## config.mk

```make
export PLATFORM = sky130hd
export DESIGN_NAME = spi_arbiter
export DESIGN_NICKNAME = d
export VERILOG_FILES = /design/src/rtl/spi_arbiter.sv
export SDC_FILE = /design/constraint.sdc
export NUM_CORES = 1
export LEC_CHECK = 0
export ABC_AREA = 1
export CAP_MARGIN = 30
export CORE_MARGIN = 2
export CORE_UTILIZATION = 43
export CTS_CLUSTER_SIZE = 16
export DETAILED_ROUTE_END_ITERATION = 10
export GPL_ROUTABILITY_DRIVEN = 0
export HOLD_SLACK_MARGIN = 0.1
export PLACE_DENSITY_LB_ADDON = 0.1
export SYNTH_ARGS = -nofsm -noshare
export SYNTH_HDL_FRONTEND = slang
export SYNTH_SLANG_ARGS = --single-unit
```

## constraint.sdc

```tcl
create_clock -name clk -period 1.9 [get_ports clk]
set_input_delay 0.57 -clock clk [delete_from_list [all_inputs] [get_ports clk]]
set_output_delay 0.57 -clock clk [all_outputs]
set_load 0.01 [all_outputs]
```

## src/rtl/spi_arbiter.sv

```systemverilog
// rtl/spi_arbiter.sv - round-robin arbiter sharing one SPI master among NREQ requesters
// Each grant runs one 1-4 byte transaction with CS setup/hold spacing and a DRAIN watchdog.
module spi_arbiter #(
    parameter int NREQ     = 2,
    parameter int CS_SETUP = 6,
    parameter int CS_HOLD  = 16,
    parameter int TIMEOUT  = 1024
) (
    input  logic                 clk,
    input  logic                 rstn,
    input  logic [NREQ-1:0]      req_valid,
    output logic [NREQ-1:0]      req_ready,
    input  logic [3*NREQ-1:0]    req_cs,
    input  logic [3*NREQ-1:0]    req_nbytes,
    input  logic [32*NREQ-1:0]   req_data,
    output logic [NREQ-1:0]      rsp_valid,
    output logic [7:0]           rsp_data,
    output logic                 rsp_err,
    output logic [7:0]           spics,
    output logic [2:0]           spimisossel,
    output logic [7:0]           spitx,
    output logic                 spitxdv,
    input  logic                 spitxready,
    input  logic [7:0]           spirx,
    input  logic                 spirxdv,
    output logic                 busy
);

    localparam int PW    = (NREQ > 2) ? 2 : 1;
    localparam int CMAX0 = (CS_SETUP > CS_HOLD) ? CS_SETUP : CS_HOLD;
    localparam int CMAX  = (CMAX0 > TIMEOUT) ? CMAX0 : TIMEOUT;
    localparam int CW    = $clog2(CMAX + 1);

    typedef enum logic [2:0] {
        S_IDLE, S_SETUP, S_OFFER, S_SEND, S_DRAIN, S_HOLD, S_DONE
    } state_t;

    state_t          state_q, state_d;
    logic [PW-1:0]   ptr_q, ptr_d;
    logic [PW-1:0]   owner_q, owner_d;
    logic [2:0]      cs_q, cs_d;
    logic [2:0]      nb_q, nb_d;
    logic [31:0]     data_q, data_d;
    logic [2:0]      txcnt_q, txcnt_d;
    logic [2:0]      rxcnt_q, rxcnt_d;
    logic [CW-1:0]   cnt_q, cnt_d;
    logic [7:0]      rdata_q, rdata_d;
    logic            err_q, err_d;

    logic            any_req;
    logic            found;
    logic [PW:0]     cand;
    logic [PW-1:0]   gnt;
    logic [2:0]      sel_cs;
    logic [2:0]      sel_nb;
    logic [31:0]     sel_data;
    logic            cs_active;
    logic            rx_hit;
    logic            rx_last;
    logic            rx_done;

    function automatic logic [2:0] norm_nb(input logic [2:0] n);
        if (n == 3'd0) return 3'd1;
        if (n > 3'd4)  return 3'd4;
        return n;
    endfunction

    // First pending requester at or after ptr, wrapping in index order.
    always_comb begin
        any_req = |req_valid;
        found   = 1'b0;
        gnt     = '0;
        cand    = '0;
        for (int k = 0; k < NREQ; k++) begin
            cand = {1'b0, ptr_q} + (PW+1)'(k);
            if (cand >= (PW+1)'(NREQ)) cand = cand - (PW+1)'(NREQ);
            if (!found && req_valid[cand[PW-1:0]]) begin
                found = 1'b1;
                gnt   = cand[PW-1:0];
            end
        end
    end

    always_comb begin
        sel_cs   = '0;
        sel_nb   = '0;
        sel_data = '0;
        for (int i = 0; i < NREQ; i++) begin
            if (gnt == PW'(i)) begin
                sel_cs   = req_cs[3*i +: 3];
                sel_nb   = req_nbytes[3*i +: 3];
                sel_data = req_data[32*i +: 32];
            end
        end
    end

    assign cs_active = (state_q == S_SETUP) || (state_q == S_OFFER) || (state_q == S_SEND) ||
                       (state_q == S_DRAIN) || (state_q == S_HOLD);
    assign rx_hit  = spirxdv && (state_q == S_SETUP || state_q == S_OFFER ||
                                 state_q == S_SEND  || state_q == S_DRAIN);
    assign rx_last = rx_hit && ((rxcnt_q + 3'd1) == nb_q);
    // Including the in-flight pulse lets HOLD start the cycle after the final rx byte.
    assign rx_done = (rxcnt_q == nb_q) || rx_last;

    always_ff @(posedge clk or negedge rstn) begin
        if (!rstn) begin
            state_q <= S_IDLE;
            ptr_q   <= '0;
            owner_q <= '0;
            cs_q    <= '0;
            nb_q    <= '0;
            data_q  <= '0;
            txcnt_q <= '0;
            rxcnt_q <= '0;
            cnt_q   <= '0;
            rdata_q <= '0;
            err_q   <= 1'b0;
        end else begin
            state_q <= state_d;
            ptr_q   <= ptr_d;
            owner_q <= owner_d;
            cs_q    <= cs_d;
            nb_q    <= nb_d;
            data_q  <= data_d;
            txcnt_q <= txcnt_d;
            rxcnt_q <= rxcnt_d;
            cnt_q   <= cnt_d;
            rdata_q <= rdata_d;
            err_q   <= err_d;
        end
    end

    always_comb begin
        state_d = state_q;
        ptr_d   = ptr_q;
        owner_d = owner_q;
        cs_d    = cs_q;
        nb_d    = nb_q;
        data_d  = data_q;
        txcnt_d = txcnt_q;
        rxcnt_d = rxcnt_q;
        cnt_d   = cnt_q;
        rdata_d = rdata_q;
        err_d   = err_q;

        if (rx_hit && rxcnt_q != 3'd7) rxcnt_d = rxcnt_q + 3'd1;
        if (rx_last) rdata_d = spirx;

        case (state_q)
            S_IDLE: begin
                if (any_req) begin
                    cs_d    = sel_cs;
                    nb_d    = norm_nb(sel_nb);
                    data_d  = sel_data;
                    owner_d = gnt;
                    ptr_d   = (gnt == PW'(NREQ-1)) ? '0 : gnt + PW'(1);
                    txcnt_d = '0;
                    rxcnt_d = '0;
                    cnt_d   = '0;
                    err_d   = 1'b0;
                    state_d = S_SETUP;
                end
            end
            S_SETUP: begin
                if (cnt_q == CW'(CS_SETUP-1)) begin
                    cnt_d   = '0;
                    state_d = S_OFFER;
                end else begin
                    cnt_d = cnt_q + CW'(1);
                end
            end
            S_OFFER: begin
                if (spitxready) begin
                    txcnt_d = txcnt_q + 3'd1;
                    state_d = S_SEND;
                end
            end
            S_SEND: begin
                if (txcnt_q < nb_q) begin
                    state_d = S_OFFER;
                end else begin
                    cnt_d   = '0;
                    state_d = S_DRAIN;
                end
            end
            S_DRAIN: begin
                if (rx_done) begin
                    cnt_d   = '0;
                    state_d = S_HOLD;
                end else if (cnt_q == CW'(TIMEOUT-1)) begin
                    cnt_d   = '0;
                    err_d   = 1'b1;
                    rdata_d = 8'hFF;
                    state_d = S_HOLD;
                end else if (cnt_q != CW'(CMAX)) begin
                    cnt_d = cnt_q + CW'(1);
                end
            end
            S_HOLD: begin
                if (cnt_q == CW'(CS_HOLD-1)) begin
                    cnt_d   = '0;
                    state_d = S_DONE;
                end else begin
                    cnt_d = cnt_q + CW'(1);
                end
            end
            S_DONE: state_d = S_IDLE;
            default: state_d = S_IDLE;
        endcase
    end

    always_comb begin
        req_ready   = '0;
        rsp_valid   = '0;
        for (int i = 0; i < NREQ; i++) begin
            req_ready[i] = (state_q == S_IDLE) && any_req && (gnt == PW'(i));
            rsp_valid[i] = (state_q == S_DONE) && (owner_q == PW'(i));
        end
        spics       = cs_active ? ~(8'h01 << cs_q) : 8'hFF;
        spimisossel = cs_active ? cs_q : 3'd0;
        spitx       = (state_q == S_OFFER) ? data_q[{txcnt_q[1:0], 3'b000} +: 8] : 8'h00;
        spitxdv     = (state_q == S_OFFER) && spitxready;
        busy        = (state_q != S_IDLE);
        rsp_data    = rdata_q;
        rsp_err     = err_q;
    end

endmodule

```

Yosys cells after proc, flatten, opt, wreduce, memory -nomap -nowiden
Index checks and enable logic that the tools add are counted.
- div/mod/pow operators: 0
- multiply operators: 0
- equality and inequality tests: 22
- order comparisons: 6
- reduce and logical (&&, ||, !) cells: 28
- shift operators: 2
- multiplexer cells: 57
- add/sub/neg operators: 7
- bitwise logic cells: 3
- operators by type and width (cell ; count):
    $mux 11 ; 7
    $mux 3 ; 19
    $pmux 11 s5 ; 1
    $mux 8 ; 6
    $mux 32 ; 1
    $shiftx 32x6->8 ; 1
    $mux 1 ; 20
    $pmux 3 s6 ; 1
    $add 11x1->11 const B ; 1
    $eq 11x10->1 const B ; 1
    $eq 11x3->1 const B ; 1
    $eq 11x4->1 const B ; 1
    $ne 11x11->1 const B ; 1
    $logic_and 1x1->1 ; 10
    $eq 3x3->1 const B ; 3
    $ne 2x2->1 const B ; 4
    $not 8->8 ; 1
    $reduce_and 4->1 ; 2
    $shl 1x3->8 const A ; 1
    $add 3x1->3 const B ; 2
    $eq 3x2->1 const B ; 2
    $eq 3x3->1 ; 2
    $logic_not 3->1 ; 2
    $ne 2x1->1 const B ; 3
    24 further kinds ; 32
- input bits: 90
- latch bits: 0
- logic and storage cells: 136
- RAM bits: 0
- memory bits (read-only): 0
- flip-flop bits (word level): 69
- memories: 0

Depth between registers and ports, before layout
- word-level depth: 18
- gate-level depth with buffers: 12
- mapped depth without buffers: 12

Worst setup path before layout
No wires, ideal clock.
- kind: reg-to-output
- from: reg txcnt_q[0]
- to: out spitx[5]
- data required time: 1.330 ns
- arrival: 1.320 ns
- stages on the path, launching flop included: 7
- path buffers: 2
- setup slack: 0.010 ns
- path through: dfrtp_1 -> clkbuf_1 -> clkbuf_1 -> nor2_1 -> nor2_1 -> o21ai_0 -> a21oi_1
- cells in the longest elaborated chain, start to end: 2
- RTL lines (what ; line ; source):
    from (decl) ; 44 ; logic [2:0] txcnt_q, txcnt_d;
    from (signal assigned) ; 125 ; txcnt_q <= txcnt_d;
    $shiftx 32x6->8 ; 221 ; spitx = (state_q == S_OFFER) ? data_q[{txcnt_q[1:0], 3'b000} +: 8] : 8'h00;
    $mux 8 ; 221 ;
    to (decl) ; 21 ; output logic [7:0] spitx,
Every way passes these cells.

Worst setup path after layout
- from: reg state_q[1]
- to: out spitx[0]
- cells in the longest elaborated chain, start to end: 2
- RTL lines (what ; line ; source):
    from (decl) ; 38 ; state_t state_q, state_d;
    from (signal assigned) ; 119 ; state_q <= state_d;
    $eq 3x2->1 ; 221 ;
    $mux 8 ; 221 ;
Every way passes these cells.

==> metrics.log <==
INFO  metric seqCellArea = 0.001730 sq mm
INFO  metric cellPowerDensity = 1454 mW/mm^2
INFO  metric initial_utilization = 43.62%
INFO  metric setup_violations = 25
INFO  metric nature_of_the_critical_path_startpoint = flop
INFO  metric placed_cell_area = 0.005861 sq mm
INFO  metric antenna_found_initial = 0
INFO  metric hpwl = 9.064 mm
INFO  metric final.fill_count = 846
INFO  metric finish.utilization = 67.36%
INFO  metric htreeDepth = 3
INFO  metric netlist_area = 0.004185 sq mm
INFO  metric port_buffers = 123
INFO  metric mostFrequentLayoutCell = sky130_fd_sc_hd__nand2_1
INFO  metric dr_vias_cell = 5.069
INFO  metric synth_largest_type_area_fraction = 41.26%
INFO  metric drive_above_1_share = 22.08%
INFO  metric tritoncts = built
INFO  metric final_min_period_over_clock_period = 111.5%
INFO  metric worstPathRequired = 1.33 ns
INFO  metric antenna_left = 0
INFO  metric postSynthRegisterBits = 69
INFO  metric power.ir.vdd_worst = 0.0006371 V
INFO  metric clock-root-buffer = sky130_fd_sc_hd__clkbuf_8
INFO  metric area.growth.synth_to_final = 54.41%
INFO  metric die_area = 0.01054 sq mm
INFO  metric num_antenna_cells = 0
INFO  metric cts_max_path_buffers = 2
INFO  metric critPathKind = flop to output pin
INFO  metric grt_first_pass_wirelength = 20.96 mm
INFO  metric detailroute.via_count = 4714
INFO  metric multi_input_comb_area = 0.002442 sq mm
INFO  metric dieWidth = 102.7 um
INFO  metric gr-usage-all-layers = 25.25%
INFO  metric max_slew_margin_vs_limit = 70.68%
INFO  metric ioPinCount = 124
INFO  metric grt-ovfl-total = 0
INFO  metric finish.cell_count_without_fillers = 930
INFO  metric floorplan.die.height = 102.7 um
INFO  metric clock-sinks = 69
INFO  metric clock_latency = 0.35 ns
INFO  metric placeableCoreArea = 0.009594 sq mm
INFO  metric final_area = 0.006462 sq mm
INFO  metric category_of_the_worst_setup_path_capture_point = output pin
INFO  metric cts_hold_buffers = 0
INFO  metric r2r-start = state_q[0]
INFO  metric num_rows = 36
INFO  metric overall_power = 9.399 mW
INFO  metric cts-buffers-inserted = 9
INFO  metric yosysWarnings = 0
INFO  metric finalHoldViolCount = 0
INFO  metric violations = negative setup slack
INFO  metric p_leak = 3.126 nW
INFO  metric grt_pass1_vias = 4627
INFO  metric yosys.cell_types.count = 30
INFO  metric cp_max_fo = 5
INFO  metric outcome = complete, but fails checks
INFO  metric crit_path_start = state_q[1]
INFO  metric skew = 0.01098 ns
INFO  metric cap_violations = 0
INFO  metric cp_data_arrival_time = 1.55 ns
INFO  metric mappedNetlistNets = 714
INFO  metric detailedRoute.firstPassIterationCount = 5
INFO  metric layout_common_cells = 222 x sky130_fd_sc_hd__nand2_1, 95 x sky130_fd_sc_hd__clkdlybuf4s50_1, 75 x sky130_fd_sc_hd__nand3_1
INFO  metric clk_pin_slew_worst_paths = 0.08 ns
INFO  metric wirelength = 12.95 mm
INFO  metric fraction_of_the_yosys_area_taken_by_sequential_cells = 41.26%
INFO  metric setup_slack = -0.2183 ns
INFO  metric drt_drc_violations_left = 0
INFO  metric dp.cells = 896
INFO  metric synthTopCellsByArea = sky130_fd_sc_hd__dfrtp_1 41%, sky130_fd_sc_hd__nand2_1 21%, sky130_fd_sc_hd__nand3_1 9.7%
INFO  metric synth_largest_area_cell = sky130_fd_sc_hd__dfrtp_1
INFO  metric max_clock_freq = 472.1 MHz
INFO  metric detail_route.wl_per_cell = 13.92 um
INFO  metric drt_iter0_markers = 196
INFO  metric timing_max_transition_violations_final = 0
INFO  metric timing.hold.worst.class = input pin to asynchronous set/reset pin
INFO  metric tightestPinTransition = 0.4352 ns
INFO  metric layout.nets = 890
INFO  metric postSynthCellCount = 616
INFO  metric rsz_0062_raised_after_global_routing = yes
INFO  metric timing.final.crit_period = 2.118 ns
INFO  metric grt_start_max_net_pins = 70
INFO  metric postSynthAreaPerCell = 6.794 sq um
INFO  metric worst_setup_slack_after_placement = -0.6722 ns
kinds of logic after synthesis:
kind of cell | count (synthesis) | share of synthesized area, %
and+or+nand+nor | 417 | 42.27
DFF | 69 | 41.26
buffers and inverters | 67 | 6.457
AOI/OAI and AO/OA | 49 | 6.278
adders and majority gates | 8 | 2.392
xor gates and xnor gates | 4 | 0.8372
muxes | 2 | 0.5082
per-layer routing:
metal	GRT usage [%]	up-vias	part of all wire [%]
li1	-	2324	-
met1	32.39	2217	42
met2	42.84	142	51
met3	3.593	31	4.5
met4	10.46	0	2.8
met5	0	-	0
state kept, by name, indices dropped and copies added, names as in the netlist:
register and flops:
state_q 3, owner_q 1, txcnt_q 3, nb_q 3, rsp_err 1, ptr_q 1, cs_q 3, cnt_q 11
rsp_data 8, data_q 32, rxcnt_q 3
final timing paths:
path	end	cells past startpoint	slack, ns
min in group clk	data_q[9]	2	0.49
min reg2reg	data_q[9]	2	0.49
max in group asynchronous	state_q[0]	2	1.34
max	spitx[0]	6	-0.22
min	rxcnt_q[0]	2	0.21
max reg2reg	state_q[0]	11	0.03
cells in the mapped netlist, drive strengths merged:
| cell type | number |
|---|---|
| buf | 11 |
| nand2 | 237 |
| clkinv | 3 |
| nand4 | 6 |
| nor2 | 85 |
| ha | 8 |
| nor3 | 4 |
| o22ai | 1 |
| xnor2 | 1 |
| inv | 45 |
| mux2 | 1 |
| a21o | 1 |
| o21ai | 27 |
| a31o | 1 |
| xor2 | 3 |
| mux2i | 1 |
| nand3b | 1 |
| a21oi | 15 |
| nand3 | 84 |
| clkbuf | 8 |
| dfrtp | 69 |
| o211ai | 4 |
layout make-up:
class	count	share of cell area (%)
well taps	133	2.575
clock inverters	5	1.278
flip-flops and latches	69	26.78
inverters	48	2.962
clock buffers	11	2.343
repair buffers	183	26.27
multi-input cells	481	37.79
critical path, stage by stage (launching register included):
cell and delay, ns:
sky130_fd_sc_hd__dfrtp_2 0.44, sky130_fd_sc_hd__buf_6 0.13, sky130_fd_sc_hd__inv_4 0.04, sky130_fd_sc_hd__nor2_4 0.17, sky130_fd_sc_hd__nand2_4 0.12, sky130_fd_sc_hd__a21oi_2 0.14
sky130_fd_sc_hd__buf_2 0.15
stage by stage:
step | hold WS (ns) | TNS [ns]
6_report | 0.2099 | -3.164
3_3_place_gp | 0.4816 | -16.77
2_1_floorplan | 0.2744 | 0
5_1_grt | 0.2636 | -4.709
3_5_place_dp | 0.4800 | -18.51
4_1_cts | 0.2427 | -2.740
what timing repair did:
item | in CTS | in global routing
resized for setup | 153 | 50
setup buffers | 13 | 6
pin swaps | 12 | 13
gates cloned | 1 | 0
endpoints found under the setup margin | 40 | 48
report_power, final:
group          switching [mW]  internal [mW]  leakage [nW]
clock                   0.594          0.811         0.108
sequential              0.466           2.08         0.867
combinational            2.96           2.49          2.15
No activity file was read; power rests on OpenSTA's default activity.
